<file path="src/rtl/pc_watch_pkg.sv">
// Shared types and constants for the PC watch unit.
// Also supplies the default address width macro ADDR_SIZE when the build
// does not define it.
`ifndef ADDR_SIZE
`define ADDR_SIZE 32
`endif

package pc_watch_pkg;

   typedef enum logic {
      RUN    = 1'b0,
      HALTED = 1'b1
   } state_t;

   localparam logic [1:0] CAUSE_NONE  = 2'd0;
   localparam logic [1:0] CAUSE_BP    = 2'd1;
   localparam logic [1:0] CAUSE_STALL = 2'd2;

endpackage

</file>
<file path="src/rtl/pc_trace_buf.sv">
// Overwriting circular buffer of retired PCs.
// A push into a full buffer drops the oldest entry, so the count saturates
// at DEPTH. rd_data shows the oldest entry combinationally (0 when empty).
// Pop interface: pop is a request taken only when empty is low; a pop while
// empty is ignored; push and pop may coincide in any cycle.
module pc_trace_buf #(
   parameter int ADDR_WIDTH = 32,
   parameter int DEPTH      = 8,
   localparam int PW        = (DEPTH > 1) ? $clog2(DEPTH) : 1,
   localparam int CW        = $clog2(DEPTH) + 1
) (
   input  logic                  clk,
   input  logic                  rstn,
   input  logic                  push,
   input  logic [ADDR_WIDTH-1:0] push_data,
   input  logic                  pop,
   output logic [ADDR_WIDTH-1:0] rd_data,
   output logic                  empty,
   output logic [CW-1:0]         count
);

   localparam logic [CW-1:0] DEPTH_V = CW'(DEPTH);
   localparam logic [CW-1:0] CW_ONE  = CW'(1);
   localparam logic [PW-1:0] PW_ONE  = PW'(1);

   logic [ADDR_WIDTH-1:0] mem_q [DEPTH];
   logic [PW-1:0]         wr_ptr_q, wr_ptr_d;
   logic [PW-1:0]         rd_ptr_q, rd_ptr_d;
   logic [CW-1:0]         count_q, count_d;
   logic                  full;
   logic                  do_pop;

   // Pointer/count update; a push into a full buffer advances the read side too
   always_comb begin
      full     = (count_q == DEPTH_V);
      do_pop   = pop && (count_q != '0);
      wr_ptr_d = wr_ptr_q;
      rd_ptr_d = rd_ptr_q;
      count_d  = count_q;
      if (push) begin
         wr_ptr_d = wr_ptr_q + PW_ONE;
      end
      if (do_pop || (push && full)) begin
         rd_ptr_d = rd_ptr_q + PW_ONE;
      end
      if (push && !do_pop && !full) begin
         count_d = count_q + CW_ONE;
      end else if (!push && do_pop) begin
         count_d = count_q - CW_ONE;
      end
   end

   // Pointer and count registers
   always_ff @(posedge clk or negedge rstn) begin
      if (!rstn) begin
         wr_ptr_q <= '0;
         rd_ptr_q <= '0;
         count_q  <= '0;
      end else begin
         wr_ptr_q <= wr_ptr_d;
         rd_ptr_q <= rd_ptr_d;
         count_q  <= count_d;
      end
   end

   // Entry storage, no reset needed: the count gates visibility
   always_ff @(posedge clk) begin
      if (push) begin
         mem_q[wr_ptr_q] <= push_data;
      end
   end

   assign empty   = (count_q == '0);
   assign count   = count_q;
   assign rd_data = empty ? '0 : mem_q[rd_ptr_q];

endmodule

</file>
<file path="src/rtl/pc_watch_unit.sv">
// PC watch unit: breakpoint comparators, stall detector, cycle/retire
// counters and an optional retired-PC trace buffer.
// Build option: define PC_TRACE_EN to include the trace buffer; without it
// the trace port reads as permanently empty.
// dbg_state exposes the RUN/HALTED state register.
module pc_watch_unit
   import pc_watch_pkg::*;
#(
   parameter int ADDR_WIDTH  = `ADDR_SIZE,
   parameter int NUM_BP      = 4,
   parameter int CNT_WIDTH   = 32,
   parameter int STALL_LIMIT = 16,
   parameter int TRACE_DEPTH = 8,
   localparam int BP_IW      = (NUM_BP > 1) ? $clog2(NUM_BP) : 1,
   localparam int TC_W       = $clog2(TRACE_DEPTH) + 1
) (
   input  logic                  clk,
   input  logic                  rstn,
   input  logic                  wb_valid,
   input  logic [ADDR_WIDTH-1:0] pc_wb,
   input  logic                  bp_we,
   input  logic [BP_IW-1:0]      bp_idx,
   input  logic [ADDR_WIDTH-1:0] bp_addr,
   input  logic                  bp_arm,
   input  logic                  clear,
   output logic                  halt,
   output logic [1:0]            halt_cause,
   output logic [BP_IW-1:0]      hit_idx,
   output logic [CNT_WIDTH-1:0]  cycle_cnt,
   output logic [CNT_WIDTH-1:0]  retire_cnt,
   input  logic                  trc_rd,
   output logic [ADDR_WIDTH-1:0] trc_data,
   output logic                  trc_empty,
   output logic [TC_W-1:0]       trc_count,
   output logic                  dbg_state
);

   localparam int SC_W = $clog2(STALL_LIMIT + 1);
   localparam logic [CNT_WIDTH-1:0] CNT_MAX  = '1;
   localparam logic [CNT_WIDTH-1:0] CNT_ONE  = CNT_WIDTH'(1);
   localparam logic [SC_W-1:0]      SC_ONE   = SC_W'(1);
   localparam logic [SC_W-1:0]      SC_LIMIT = SC_W'(STALL_LIMIT);

   state_t                state_q, state_d;
   logic [ADDR_WIDTH-1:0] bp_addr_q [NUM_BP];
   logic [ADDR_WIDTH-1:0] bp_addr_d [NUM_BP];
   logic [NUM_BP-1:0]     bp_arm_q, bp_arm_d;
   logic [CNT_WIDTH-1:0]  cycle_q, cycle_d;
   logic [CNT_WIDTH-1:0]  retire_q, retire_d;
   logic [SC_W-1:0]       stall_q, stall_d;
   logic [1:0]            cause_q, cause_d;
   logic [BP_IW-1:0]      hit_idx_q, hit_idx_d;
   logic                  hit;
   logic [BP_IW-1:0]      hit_sel;
   logic                  run_retire;

   // Comparator bank: scanning downwards leaves the lowest armed match selected
   always_comb begin
      hit     = 1'b0;
      hit_sel = '0;
      for (int i = NUM_BP - 1; i >= 0; i--) begin
         if (bp_arm_q[i] && (bp_addr_q[i] == pc_wb)) begin
            hit     = 1'b1;
            hit_sel = BP_IW'(i);
         end
      end
   end

   // Breakpoint table write; out-of-range indices are dropped
   always_comb begin
      bp_addr_d = bp_addr_q;
      bp_arm_d  = bp_arm_q;
      if (bp_we && (int'(bp_idx) < NUM_BP)) begin
         bp_addr_d[bp_idx] = bp_addr;
         bp_arm_d[bp_idx]  = bp_arm;
      end
   end

   // RUN/HALTED next state, counters and halt reason; clear overrides all
   always_comb begin
      state_d    = state_q;
      cycle_d    = cycle_q;
      retire_d   = retire_q;
      stall_d    = stall_q;
      cause_d    = cause_q;
      hit_idx_d  = hit_idx_q;
      run_retire = 1'b0;
      if (clear) begin
         state_d   = RUN;
         cycle_d   = '0;
         retire_d  = '0;
         stall_d   = '0;
         cause_d   = CAUSE_NONE;
         hit_idx_d = '0;
      end else if (state_q == RUN) begin
         if (cycle_q != CNT_MAX) begin
            cycle_d = cycle_q + CNT_ONE;
         end
         if (wb_valid) begin
            run_retire = 1'b1;
            stall_d    = '0;
            if (retire_q != CNT_MAX) begin
               retire_d = retire_q + CNT_ONE;
            end
            if (hit) begin
               state_d   = HALTED;
               cause_d   = CAUSE_BP;
               hit_idx_d = hit_sel;
            end
         end else begin
            stall_d = stall_q + SC_ONE;
            if (stall_d == SC_LIMIT) begin
               state_d   = HALTED;
               cause_d   = CAUSE_STALL;
               hit_idx_d = '0;
            end
         end
      end
   end

   // State, counter and breakpoint registers
   always_ff @(posedge clk or negedge rstn) begin
      if (!rstn) begin
         state_q   <= RUN;
         cycle_q   <= '0;
         retire_q  <= '0;
         stall_q   <= '0;
         cause_q   <= CAUSE_NONE;
         hit_idx_q <= '0;
         bp_arm_q  <= '0;
         for (int i = 0; i < NUM_BP; i++) begin
            bp_addr_q[i] <= '0;
         end
      end else begin
         state_q   <= state_d;
         cycle_q   <= cycle_d;
         retire_q  <= retire_d;
         stall_q   <= stall_d;
         cause_q   <= cause_d;
         hit_idx_q <= hit_idx_d;
         bp_arm_q  <= bp_arm_d;
         bp_addr_q <= bp_addr_d;
      end
   end

   assign halt       = (state_q == HALTED);
   assign halt_cause = cause_q;
   assign hit_idx    = hit_idx_q;
   assign cycle_cnt  = cycle_q;
   assign retire_cnt = retire_q;
   assign dbg_state  = state_q;

`ifdef PC_TRACE_EN
   pc_trace_buf #(
      .ADDR_WIDTH (ADDR_WIDTH),
      .DEPTH      (TRACE_DEPTH)
   ) u_trace (
      .clk       (clk),
      .rstn      (rstn),
      .push      (run_retire),
      .push_data (pc_wb),
      .pop       (trc_rd),
      .rd_data   (trc_data),
      .empty     (trc_empty),
      .count     (trc_count)
   );
`else
   logic unused_trace;
   assign unused_trace = trc_rd ^ run_retire;
   assign trc_data     = '0;
   assign trc_empty    = 1'b1;
   assign trc_count    = '0;
`endif

endmodule
</file>
<file path="config.mk">
export PLATFORM = sky130hd
export DESIGN_NAME = pc_watch_unit
export DESIGN_NICKNAME = d
export VERILOG_FILES = /design/src/rtl/pc_watch_pkg.sv /design/src/rtl/pc_trace_buf.sv /design/src/rtl/pc_watch_unit.sv
export SDC_FILE = /design/constraint.sdc
export NUM_CORES = 1
export LEC_CHECK = 0
export ABC_AREA = 1
export CAP_MARGIN = 20
export CORE_MARGIN = 4
export CORE_UTILIZATION = 30
export CTS_CLUSTER_DIAMETER = 150
export CTS_CLUSTER_SIZE = 30
export DETAILED_ROUTE_END_ITERATION = 8
export SLEW_MARGIN = 5
export SYNTH_ARGS = -nofsm -noshare
export SYNTH_HDL_FRONTEND = slang
export SYNTH_HIERARCHICAL = 1
export SYNTH_SLANG_ARGS = --single-unit
</file>
<file path="constraint.sdc">
create_clock -name clk -period 2.1 [get_ports clk]
set_input_delay 0.315 -clock clk [delete_from_list [all_inputs] [get_ports clk]]
set_output_delay 0.315 -clock clk [all_outputs]
set_load 0.1 [all_outputs]
</file>
==> impl_metrics.toml <==
[grt]
grt_max_degree = 81
antenna_found_initial = 1
grt_pass1_wl_um = 56700
grt.overflow.total = 0
first_global_vias = 10400
grt_util_all_layers_pct = 16.8

[pwr]
p_per_area_nw_per_um2 = 640
ir_worst_vdd_mv = 0.428
leakage_uw = 0.00666

[detailed_routing]
drc = 0
dr_total_vias = 10700
wl_per_cell_um = 15.6
drt-total-wl_um = 36100
drtIter0Drc = 831
first_pass_iters = 6
viasPerCell = 4.62
final_antenna_net_count = 0

[synth]
async_flop_share_pct = 100
ys.flop_type = "dfrtp_1"
ys_seq_elements = 206
syn-cell-area_um2 = 11700
ys_seq_area_share_pct = 44.1
ys.warnings.count = 6
synth_cells = 1599
syn_avg_cell_area_um2 = 7.31
synth_cell_types = 43
synth_edf_count = 0

[sta]
fin_crit_sh_pct = 93.0
fin_crit_ns = 1.95
hold_violations = 0
fin_skew_ns = 0.0270
maxClockFrequency_mhz = 512
rsz0062_at_grt = "no"
setup_violations = 0
hold-worst-slack_ns = 0.303
fin_ws_ns = 0.147
drv_slew = 0

[clocking]
cts_buffers = 10
insertion_delay_ns = 0.49
cts_buffer_depth = 3
root_buffer = "clkbuf_16"
h-tree-depth = 1
cts.sinks = 206
path_clk_slew_ns = 0.12
tritoncts = "built"

[placed_design]
io_buffer_count = 141
hpwlAfterDp_um = 27700
gp_congestion = 0.914
pre_cts_slack_ns = -0.359
dpl.cell_count = 2295

[cells_and_area]
antenna_cells = 0
syn_to_final_growth_pct = 23.7
multiInputGateArea_um2 = 5510
layout.cells.non_filler = 2313
fill_cells = 4093
drive_gt1_share_pct = 16.7
regArea_um2 = 5240
fin_nets = 1868

[floorplanning]
die_h_um = 205
initial_core_util_pct = 30.3
rows = 72
core_um2 = 38600
fp.dieW_um = 205
io_pins = 180
die_area_um2 = 42200

[hold_path]
hold_path.class = "input pin to asynchronous set/reset pin"

[setup_path]
max_stage_delay_ns = 0.42
critical_path_required_ns = 2.52
end_kind = "flip-flop"
worst_ep_arrival_time_ns = 2.38
crit_path_max_fanout = 3
path_cells = "or2_2, nand3_1, nor2_1, buf_4, nand3_1, nor2_2, buf_4, nor3_1, nand3_1, nand2_1"
cp_common_cell = "nand3_1"
start_kind = "flip-flop"
critPathSlowestCell = "dfrtp_1"
crit_type = "flip-flop to flip-flop"

[status]
status = "complete, no violations"

[flow_run]
drv_cap = 0
-- registers in the layout, indices dropped and copies added (netlist names) --
signal	count
bp_addr_q	128
bp_arm_q	4
cycle_cnt	32
dbg_state	1
halt_cause	2
hit_idx	2
retire_cnt	32
stall_q	5
-- report_power, final --
part / internal [uW] / total (uW) / switching (uW) / leakage [uW]
clock network: 1100 / 2430 / 1330 / 0.000153
registers: 4380 / 4720 / 340 / 0.00257
logic: 724 / 2100 / 1370 / 0.00393
total: 6200 / 9250 / 3050 / 0.00666
-- per-layer routing --
layer	share of wire, %	vias to the layer above	GRT usage [%]
met5	0.036	-	0
met4	2.8	2	4.19
met3	5.8	50	1.99
met2	47	306	27.9
met1	45	4977	23.3
li1	-	5362	-
-- placed cells by master, fill, tap and decap left out, types with 3 or more instances in the layout --
| cell | netlist | layout |
|---|---|---|
| o21ai_0 | 176 | 174 |
| conb_1 | 2 | 37 |
| inv_2 | 7 | 10 |
| nor4_1 | 12 | 11 |
| xnor2_1 | 30 | 29 |
| dfrtp_2 | 0 | 59 |
| a21oi_2 | 5 | 6 |
| o211ai_1 | 4 | 4 |
| or2_2 | 9 | 9 |
| nor3_2 | 5 | 7 |
| inv_1 | 184 | 181 |
| nor4_2 | 2 | 3 |
| nand4_1 | 28 | 28 |
| nor2_2 | 2 | 4 |
| buf_4 | 39 | 150 |
| nand3_2 | 1 | 4 |
| nand2_2 | 6 | 11 |
| o21ai_1 | 9 | 11 |
| nand3_1 | 44 | 41 |
| a21oi_1 | 19 | 18 |
| nand2_1 | 518 | 513 |
| clkbuf_1 | 29 | 3 |
| clkdlybuf4s50_1 | 0 | 68 |
| o31ai_1 | 23 | 23 |
| buf_12 | 0 | 8 |
| dfrtp_1 | 206 | 145 |
| xor2_1 | 30 | 30 |
| nor3_1 | 32 | 30 |
| nand2_4 | 4 | 4 |
| clkbuf_16 | 0 | 11 |
| nor2_1 | 136 | 134 |
-- through the flow --
| step | utilization, % | setup TNS [ns] | power, uW | instance area (um2) |
|---|---|---|---|---|
| global placement | 36.5 | -1.80 | 6860 | 14100 |
| global route | 37.5 | 0 | 9790 | 14500 |
| finish | 37.5 | 0 | 9250 | 14500 |
| CTS | 37.3 | 0 | 9380 | 14400 |
| detailed placement | 36.5 | -1.68 | 6900 | 14100 |
| floorplan | - | 0 | 6100 | 11900 |
-- repair_timing --
item	4_1_cts	5_1_grt
setup buffers	0	2
hold endpoints to repair	27	0
setup endpoints to repair	0	38
hold buffers	1	0
resized for setup	0	20
-- cells by family (layout without fill, tap and decap cells) --
logic type	count (synthesis)	count (layout)	synth area share, %
flops	206	206	44.1
fa+ha+maj	3	3	0.321
other cells	2	37	0.0643
simple gates	807	807	29.1
buf+inv	277	438	10.4
compound gates	244	244	11.4
xor+xnor	60	60	4.50
-- final cells by class --
class,instances,area share (%)
repair buffers,231,14.0
clock buffers,14,1.98
inverters,192,5.00
well taps,518,4.48
multi-input cells,1151,38.1
clock inverters,1,0.208
flip-flops and latches,206,36.2
-- cell usage after synthesis (5+ instances only) --
master,count,share of area [%]
buf_4,39,2.5
inv_1,184,5.9
dfrtp_1,206,44
nand4_1,28,1.5
or2_2,9,0.48
xnor2_1,30,2.2
nand2_1,518,17
a21oi_1,19,0.81
nor2_1,136,4.4
o21ai_0,176,7.5
nand2_2,6,0.32
o21ai_1,9,0.39
inv_2,7,0.22
nand3_1,44,1.9
nor4_1,12,0.64
o31ai_1,23,1.5
nor3_2,5,0.43
nor3_1,32,1.4
xor2_1,30,2.2
clkbuf_1,29,0.93
buf_2,9,0.39
a21oi_2,5,0.37
-- worst max-delay path: cells and delay by family (launching register included) --
family | cells | cell delay, ns
and+or+nand+nor | 8 | 1.20
DFF | 1 | 0.42
buffers and inverters | 2 | 0.26
-- final timing paths --
| check | slack, ns | to | start | cells past startpoint |
|---|---|---|---|---|
| min | 0.30 | cycle_cnt[8] | rstn | 2 |
| min in group clk | 0.43 | bp_addr_q[15] | bp_addr[15] | 3 |
| max in group asynchronous | 1.03 | bp_arm_q[2] | rstn | 3 |
| max reg2reg | 0.15 | hit_idx[1] | bp_addr_q[69] | 10 |
| min reg2reg | 0.50 | hit_idx[0] | hit_idx[0] | 2 |
| max | 0.15 | hit_idx[1] | bp_addr_q[69] | 10 |
No activity file was read; power rests on OpenSTA's default activity.
